--- src/rtl/cache_pkg.sv ---
// Shared cache definitions: address-split defaults, miss FSM state type, line size.
// Latency: n/a (types and constants only).
// Backpressure: n/a. CACHE_WRITEBACK_EN (optional) enables dirty-victim write-back.
`ifndef CACHE_T
`define CACHE_T 20
`endif
`ifndef CACHE_S
`define CACHE_S 8
`endif
`ifndef CACHE_B
`define CACHE_B 2
`endif

package cache_pkg;

  // Words per cache line for the default build geometry.
  localparam int WORDS = 2 ** `CACHE_B;

  typedef enum logic [1:0] {
    IDLE      = 2'd0,
    WRITEBACK = 2'd1,
    REFILL    = 2'd2,
    COMMIT    = 2'd3
  } miss_state_t;

endpackage

--- src/rtl/cache_mem_handshake.sv ---
// Memory request front end: presents one word request and flags its completion.
// Latency: combinational; a word completes in the first cycle mem_ready is seen with the request up.
// Backpressure: the request and its address/data stay asserted while mem_ready is low; ready without a request is ignored.
module cache_mem_handshake (
  input  logic        active,
  input  logic        wen,
  input  logic [31:0] addr,
  input  logic [31:0] wdata,
  input  logic        mem_ready,
  output logic        mem_req,
  output logic        mem_wen,
  output logic [31:0] mem_addr,
  output logic [31:0] mem_wdata,
  output logic        word_done
);

  // Request fields come from registered controller state, so they are stable
  // across wait cycles; everything is forced to zero when no burst is running.
  always_comb begin
    mem_req   = active;
    mem_wen   = active & wen;
    mem_addr  = active ? addr : 32'd0;
    mem_wdata = (active && wen) ? wdata : 32'd0;
    word_done = active & mem_ready;
  end

endmodule

--- src/rtl/cache_miss_ctrl.sv ---
// Cache miss controller: optional victim write-back, line refill, then tag commit.
// Latency: hit resolves in the request cycle; a miss stalls 1 + (bursts x words) memory cycles, then one commit cycle.
// Backpressure: each memory word waits indefinitely for mem_ready; CPU is held by stall. Feature macro: CACHE_WRITEBACK_EN.
module cache_miss_ctrl
  import cache_pkg::*;
#(
  parameter int TAG_WIDTH    = `CACHE_T,
  parameter int SET_WIDTH    = `CACHE_S,
  parameter int OFFSET_WIDTH = `CACHE_B
) (
  input  logic                    clk,
  input  logic                    reset,
  input  logic                    req_valid,
  input  logic [31:0]             req_addr,
  input  logic                    hit,
  input  logic                    dirty,
  input  logic [TAG_WIDTH-1:0]    replace_tag,
  output logic                    stall,
  output logic                    repl_en,
  output logic [OFFSET_WIDTH-1:0] line_raddr,
  input  logic [31:0]             line_rdata,
  output logic                    line_fill,
  output logic [OFFSET_WIDTH-1:0] line_waddr,
  output logic [31:0]             line_wdata,
  output logic                    line_commit,
  output logic                    mem_req,
  output logic                    mem_wen,
  output logic [31:0]             mem_addr,
  output logic [31:0]             mem_wdata,
  input  logic [31:0]             mem_rdata,
  input  logic                    mem_ready
);

  localparam int LINE_WORDS = (OFFSET_WIDTH == `CACHE_B) ? WORDS : (2 ** OFFSET_WIDTH);
  localparam logic [OFFSET_WIDTH-1:0] CNT_LAST = OFFSET_WIDTH'(LINE_WORDS - 1);
  localparam int SET_LSB = OFFSET_WIDTH + 2;
  localparam int TAG_LSB = SET_WIDTH + SET_LSB;

  miss_state_t state, state_nxt;
  logic [OFFSET_WIDTH-1:0] cnt;
  logic [TAG_WIDTH-1:0]    req_tag;
  logic [SET_WIDTH-1:0]    req_set;
`ifdef CACHE_WRITEBACK_EN
  logic [TAG_WIDTH-1:0]    victim_tag;
`endif

  logic        miss_start;
  logic        word_done;
  logic        burst_last;
  logic        mem_active;
  logic        mem_wen_int;
  logic [31:0] addr_int;
  logic [31:0] wdata_int;

  // Word offset of the CPU address is irrelevant: bursts always cover the whole line.
  logic unused_offset;
  assign unused_offset = ^req_addr[SET_LSB-1:0];
`ifndef CACHE_WRITEBACK_EN
  logic unused_wb;
  assign unused_wb = ^{dirty, replace_tag, line_rdata};
`endif

  assign miss_start = reset && (state == IDLE) && req_valid && !hit;
  assign burst_last = word_done && (cnt == CNT_LAST);

  // Next-state selection; request inputs only matter in IDLE.
  always_comb begin
    state_nxt = state;
    case (state)
      IDLE: begin
        if (miss_start) begin
`ifdef CACHE_WRITEBACK_EN
          state_nxt = dirty ? WRITEBACK : REFILL;
`else
          state_nxt = REFILL;
`endif
        end
      end
`ifdef CACHE_WRITEBACK_EN
      WRITEBACK: if (burst_last) state_nxt = REFILL;
`endif
      REFILL:    if (burst_last) state_nxt = COMMIT;
      COMMIT:    state_nxt = IDLE;
      default:   state_nxt = IDLE;
    endcase
  end

  // State, word counter and latched miss address; reset abandons any burst in flight.
  always_ff @(posedge clk) begin
    if (!reset) begin
      state   <= IDLE;
      cnt     <= '0;
      req_tag <= '0;
      req_set <= '0;
`ifdef CACHE_WRITEBACK_EN
      victim_tag <= '0;
`endif
    end else begin
      state <= state_nxt;
      if (miss_start) begin
        cnt     <= '0;
        req_tag <= req_addr[31 -: TAG_WIDTH];
        req_set <= req_addr[TAG_LSB-1 -: SET_WIDTH];
`ifdef CACHE_WRITEBACK_EN
        victim_tag <= replace_tag;
`endif
      end else if (word_done) begin
        cnt <= burst_last ? '0 : cnt + 1'b1;
      end
    end
  end

  // Memory request contents for the current burst word.
  always_comb begin
    mem_active  = 1'b0;
    mem_wen_int = 1'b0;
    addr_int    = 32'd0;
    wdata_int   = 32'd0;
    if (reset) begin
      case (state)
`ifdef CACHE_WRITEBACK_EN
        WRITEBACK: begin
          mem_active  = 1'b1;
          mem_wen_int = 1'b1;
          addr_int    = {victim_tag, req_set, cnt, 2'b00};
          wdata_int   = line_rdata;
        end
`endif
        REFILL: begin
          mem_active = 1'b1;
          addr_int   = {req_tag, req_set, cnt, 2'b00};
        end
        default: ;
      endcase
    end
  end

  cache_mem_handshake u_mem_handshake (
    .active    (mem_active),
    .wen       (mem_wen_int),
    .addr      (addr_int),
    .wdata     (wdata_int),
    .mem_ready (mem_ready),
    .mem_req   (mem_req),
    .mem_wen   (mem_wen),
    .mem_addr  (mem_addr),
    .mem_wdata (mem_wdata),
    .word_done (word_done)
  );

  // Line-array strobes and CPU status; all held at zero while reset is low.
  always_comb begin
    line_fill   = reset && (state == REFILL) && word_done;
    line_waddr  = line_fill ? cnt : '0;
    line_wdata  = line_fill ? mem_rdata : 32'd0;
`ifdef CACHE_WRITEBACK_EN
    line_raddr  = (reset && (state == WRITEBACK)) ? cnt : '0;
`else
    line_raddr  = '0;
`endif
    line_commit = reset && (state == COMMIT);
    repl_en     = line_commit || (reset && (state == IDLE) && req_valid && hit);
    stall       = miss_start || (reset && ((state == WRITEBACK) || (state == REFILL)));
  end

endmodule
--- config.mk ---
export PLATFORM = sky130hd
export DESIGN_NAME = cache_miss_ctrl
export DESIGN_NICKNAME = d
export VERILOG_FILES = /design/src/rtl/cache_pkg.sv /design/src/rtl/cache_mem_handshake.sv /design/src/rtl/cache_miss_ctrl.sv
export SDC_FILE = /design/constraint.sdc
export NUM_CORES = 1
export LEC_CHECK = 0
export CAP_MARGIN = 20
export CELL_PAD_IN_SITES_DETAIL_PLACEMENT = 2
export CELL_PAD_IN_SITES_GLOBAL_PLACEMENT = 2
export CORE_UTILIZATION = 13
export CTS_BUF_LIST = sky130_fd_sc_hd__clkbuf_4 sky130_fd_sc_hd__clkbuf_8
export CTS_CLUSTER_SIZE = 8
export DETAILED_ROUTE_END_ITERATION = 8
export HOLD_SLACK_MARGIN = 0.1
export PLACE_DENSITY_LB_ADDON = 0.15
export SETUP_SLACK_MARGIN = 0.15
export SLEW_MARGIN = 40
export SYNTH_ARGS = -nofsm -noshare
export SYNTH_HDL_FRONTEND = slang
export SYNTH_SLANG_ARGS = --single-unit
--- constraint.sdc ---
create_clock -name clk -period 1.61 [get_ports clk]
set_input_delay 0.161 -clock clk [delete_from_list [all_inputs] [get_ports clk]]
set_output_delay 0.161 -clock clk [all_outputs]
set_load 0.01 [all_outputs]
## Word-level counts from Yosys, hierarchy flattened

Cells that the tools add are included.

- Bits of input ports: 122
- Register bits: 32
- Output and inout port bits: 106

- Bitwise gates (word level): 2
- Add/sub/neg operators: 1
- Equality and inequality tests: 6
- Mux-type cells: 11
- Reduce and logical (&&, ||, !) cells: 16

Operator list:

| operator | number |
|---|---|
| $mux W32 | 4 |
| $logic_and A1 B1 Y1 | 9 |
| $mux W2 | 4 |
| $eq A2 B2 Y1 const B | 3 |
| $ne A2 B2 Y1 const B | 2 |
| $pmux W2 S2 | 1 |
| $logic_or A1 B1 Y1 | 3 |
| $add A2 B1 Y2 const B | 1 |
| $eq A2 B1 Y1 const B | 1 |
| $logic_not A2 Y1 | 1 |
| $mux W1 | 2 |
| $reduce_and A2 Y1 | 1 |
| $reduce_or A2 Y1 | 1 |
| $and A1 B1 Y1 | 1 |
| $logic_not A1 Y1 | 1 |
| $not A1 Y1 | 1 |

## Logic depth before layout (Yosys ltp)

- Word-level depth: 7
- Gate-level depth with buffers: 7
- Gate-level depth less buffers: 5

## Modules after synthesis

Synthesis repeated with hierarchy kept, for this count alone.

- Cell total of the unflattened synthesis: 309
- Area total of the unflattened synthesis: 2242.2 um2

By module, submodules not included:

| module | seq. area each (um2) | area an instance (um2) | instances | cells an instance |
|---|---|---|---|---|
| cache_miss_ctrl | 640.6 | 1744.2 | 1 | 232 |
| cache_mem_handshake | 0.0 | 498.0 | 1 | 77 |

## Least setup slack after synthesis

No wires, ideal clock.

- Path kind: flip-flop to output port
- Start: register state[0]
- End: output line_wdata[22]
- Buffers on the path: 2
- Setup slack: 0.120 ns
- Arrival: 1.329 ns
- Stages on the path, launching flop included: 7
- Cells stage by stage: dfxtp_1 inv_1 ha_1 and3_1 buf_2 buf_4 and2_1

- Longest elaborated chain between the ends: 6

Ends and longest elaborated chain:

| what | line | source |
|---|---|---|
| start: declaration | cache_miss_ctrl.sv:39 | `miss_state_t state, state_nxt;` |
| start signal: assignment | cache_miss_ctrl.sv:99 | `state <= state_nxt;` |
| $eq A2 B2 Y1 (*) | cache_miss_ctrl.sv:120, cache_miss_ctrl.sv:153 |  |
| $mux W1 | cache_miss_ctrl.sv:120 | `case (state)` |
| $mux W1 | cache_miss_ctrl.sv:119 | `if (reset) begin` |
| $and A1 B1 Y1 | cache_mem_handshake.sv:24 | `word_done = active & mem_ready;` |
| $logic_and A1 B1 Y1 (*) | cache_miss_ctrl.sv:153 | `line_fill = reset && (state == REFILL) && word_done;` |
| net line_fill | cache_miss_ctrl.sv:22 | `output logic line_fill,` |
| $mux W32 (*) | cache_miss_ctrl.sv:155 | `line_wdata = line_fill ? mem_rdata : 32'd0;` |
| end: declaration | cache_miss_ctrl.sv:24 | `output logic [31:0] line_wdata,` |

The timed path passes the listed nets; every way through them passes the cells marked *.

## Final worst setup path

- Start: register state[0]
- End: output mem_addr[17]

- Longest elaborated chain between the ends: 4

Ends and longest elaborated chain:

| what | line | source |
|---|---|---|
| $eq A2 B2 Y1 (*) | cache_miss_ctrl.sv:120 |  |
| $mux W32 or $mux W1 (tied branches) | cache_miss_ctrl.sv:120 |  |
| $mux W32 or $mux W1 (tied branches) | cache_miss_ctrl.sv:119 |  |
| $mux W32 (*) | cache_mem_handshake.sv:22 | `mem_addr = active ? addr : 32'd0;` |
| end: declaration | cache_miss_ctrl.sv:28 | `output logic [31:0] mem_addr,` |

Every way passes the cells marked *; elsewhere a longest branch is shown, timed or not.

==> impl_metrics.json <==
{
  "rows": 45,
  "dp.cells": 602,
  "place_hpwl_um": 5890,
  "cts.clk_slew.worst_paths_ps": 70,
  "synthCells": 266,
  "die_h_um": 128,
  "cts.hold.buffers_added": 0,
  "setup_viol": 83,
  "synth_area_per_cell_um2": 7.81,
  "numCtsBuffers": 5,
  "synth_edf_count": 0,
  "synth.distinct_cells": 23,
  "violations": "negative setup slack",
  "synth_area_leaders": "dfxtp_1 31%, buf_4 14%, nand2_1 11%",
  "grt_start_max_net_pins": 70,
  "fin_setup_tns_ps": -8010,
  "yosys_most_used_dff": "dfxtp_1",
  "clk_latency_ps": 290,
  "async_reset_ff_frac": 0,
  "worstPathRequired_ps": 1450,
  "track_usage": 0.112,
  "numPortBuffers": 133,
  "cp_max_fo": 3,
  "ir_drop_mv": 0.201,
  "drc": 0,
  "clock_path_buffers": 2,
  "routed_wl_um": 10100,
  "hold_violations": 0,
  "seq_area_frac_synth": 0.308,
  "ys_seq_elements": 32,
  "root_buffer": "clkbuf_8",
  "clock-sinks": 32,
  "fin_ws_ps": -163,
  "via_count": 2383,
  "ys_warn_count": 0,
  "die_w_um": 128,
  "crit_type": "reg -> out",
  "antenna_found_initial": 0,
  "dr.pass1.iters": 4,
  "synth.largest_area_cell": "dfxtp_1",
  "pre_cts_slack_ps": -301,
  "cts_tree": "built",
  "p_per_area_nw_per_um2": 669,
  "fin_crit_sh": 1.10,
  "avgViaCountPerCell": 3.69,
  "gp_congestion": 0.601,
  "synth_top_area_frac": 0.308,
  "grt_pass1_wl_um": 14000,
  "initial_core_util": 0.135,
  "overflow": 0,
  "layout.nets": 561,
  "stdcell_count": 645,
  "synthesis.area_um2": 2080,
  "coreArea_um2": 15400,
  "hold_class": "in -> reg",
  "layout-drive-gt1-share": 0.546,
  "crit_path_start_kind": "flop",
  "wire_per_inst_um": 15.7,
  "total_leakage_power_nw": 2.07,
  "worst_ep_arrival_time_ps": 1610,
  "antenna_left": 0,
  "finClkSkew_ps": 3.98,
  "ios": 228,
  "final_util": 0.312,
  "grt_pass1_vias": 2506,
  "maxCapViolCount": 0,
  "final_max_slew_viol_count": 0,
  "h-tree-depth": 2,
  "drt_iter0_drc": 25,
  "status": "finished with violations",
  "layout_min_cycle_time_ps": 1770,
  "dieArea_um2": 16500,
  "end_kind": "output port",
  "fmax_ghz": 0.564,
  "antennaDiodeCount": 0,
  "area_growth_pct": 131,
  "rsz0062_at_grt": "yes"
}
repair_timing:
| action | CTS | global route |
|---|---|---|
| hold endpoints to repair | 0 | 0 |
| pin swaps | 22 | 48 |
| endpoints found under the setup margin | 101 | 101 |
| buffers inserted | 16 | 5 |
| cloned | 8 | 7 |
| resized for setup | 359 | 127 |
cells in the final DEF, fill, tap and decap left out:
| master | count |
|---|---|
| and2_4 | 34 |
| buf_6 | 69 |
| conb_1 | 37 |
| inv_1 | 1 |
| buf_12 | 13 |
| clkbuf_16 | 6 |
| mux2i_4 | 1 |
| ha_4 | 3 |
| and3_1 | 12 |
| nand2_1 | 24 |
| clkbuf_2 | 1 |
| nand3_1 | 1 |
| dfxtp_2 | 2 |
| nand4b_1 | 1 |
| buf_2 | 13 |
| buf_8 | 2 |
| and3_4 | 19 |
| o221a_2 | 1 |
| mux2i_1 | 2 |
| nor2_1 | 1 |
| ha_1 | 2 |
| clkdlybuf4s50_1 | 63 |
| nand2_4 | 10 |
| and2_1 | 2 |
| and4b_4 | 1 |
| a22oi_2 | 1 |
| dfxtp_1 | 30 |
| a31oi_4 | 1 |
| a21boi_2 | 8 |
| clkbuf_8 | 7 |
| buf_16 | 8 |
| nor2b_1 | 1 |
| nor2_2 | 2 |
| nand2_2 | 27 |
| buf_4 | 7 |
| a21boi_1 | 20 |
| inv_2 | 1 |
routing by layer:
layer / vias to the layer above / GRT usage / wire length [µm]
met1: 1129 / 0.128 / 3970
met5: - / 0 / 0
met3: 5 / 0.0403 / 999
li1: 1125 / - / -
met4: 0 / 0.0228 / 70
met2: 124 / 0.198 / 5100
worst max-delay path, stage by stage, from the launching register on:
cell and delay (ps):
dfxtp_2 340, inv_2 50, ha_4 170, buf_12 130, buf_16 120, buf_12 120
buf_6 110, and3_4 170, buf_6 110
stage by stage:
stage	total power, W	area (µm²)	hold WS (ps)
after floorplan	0.00135	2210	296
after global placement	0.00176	3560	437
after detailed placement	0.00177	3560	448
after CTS	0.00297	4130	371
after global routing	0.00342	4790	383
final	0.00320	4790	375
report_power, final:
part           internal, W  switching [W]
sequential        0.000847      0.0000418
combinational     0.000964       0.000639
clock             0.000382       0.000329
total              0.00219        0.00101
flip-flops by register name (all words and copies together), names as in the netlist:
name	cells
cnt	2
req_set	8
req_tag	20
state	2
cell usage after synthesis, drive strengths merged (2+ instances only):
library cell	count
nor2	3
ha	5
a21boi	28
mux2i	3
nand2	61
clkbuf	12
and3	31
dfxtp	32
inv	2
buf	45
and2	36
path summary, 6_finish.rpt:
path	depth (start not counted)	from	endpoint	slack, ps
worst max-delay path	8	state[0]	mem_addr[17]	-160
worst min-delay path	4	reset	cnt[0]	380
worst max register to register	11	state[0]	req_tag[18]	-110
worst min register to register	2	req_tag[9]	req_tag[9]	460
kinds of logic (layout without fill, tap and decap cells):
logic type,Yosys count,count (layout),share of synthesized area
compound gates,31,31,0.116
simple gates,135,135,0.332
buf+inv,59,191,0.198
flops,32,32,0.308
other cells,1,37,0.00181
mux,3,3,0.0145
fa+ha+maj,5,5,0.0301
cell type report:
cell class | instances | area (µm²)
Tap cell | 211 | 264
Timing Repair Buffer | 182 | 2190
Fill cell | 1699 | 10600
Sequential cell | 32 | 643
Clock buffer | 7 | 96.3
Inverter | 2 | 7.51
Multi-Input combinational cell | 211 | 1590
No activity file was read; power rests on OpenSTA's default activity.
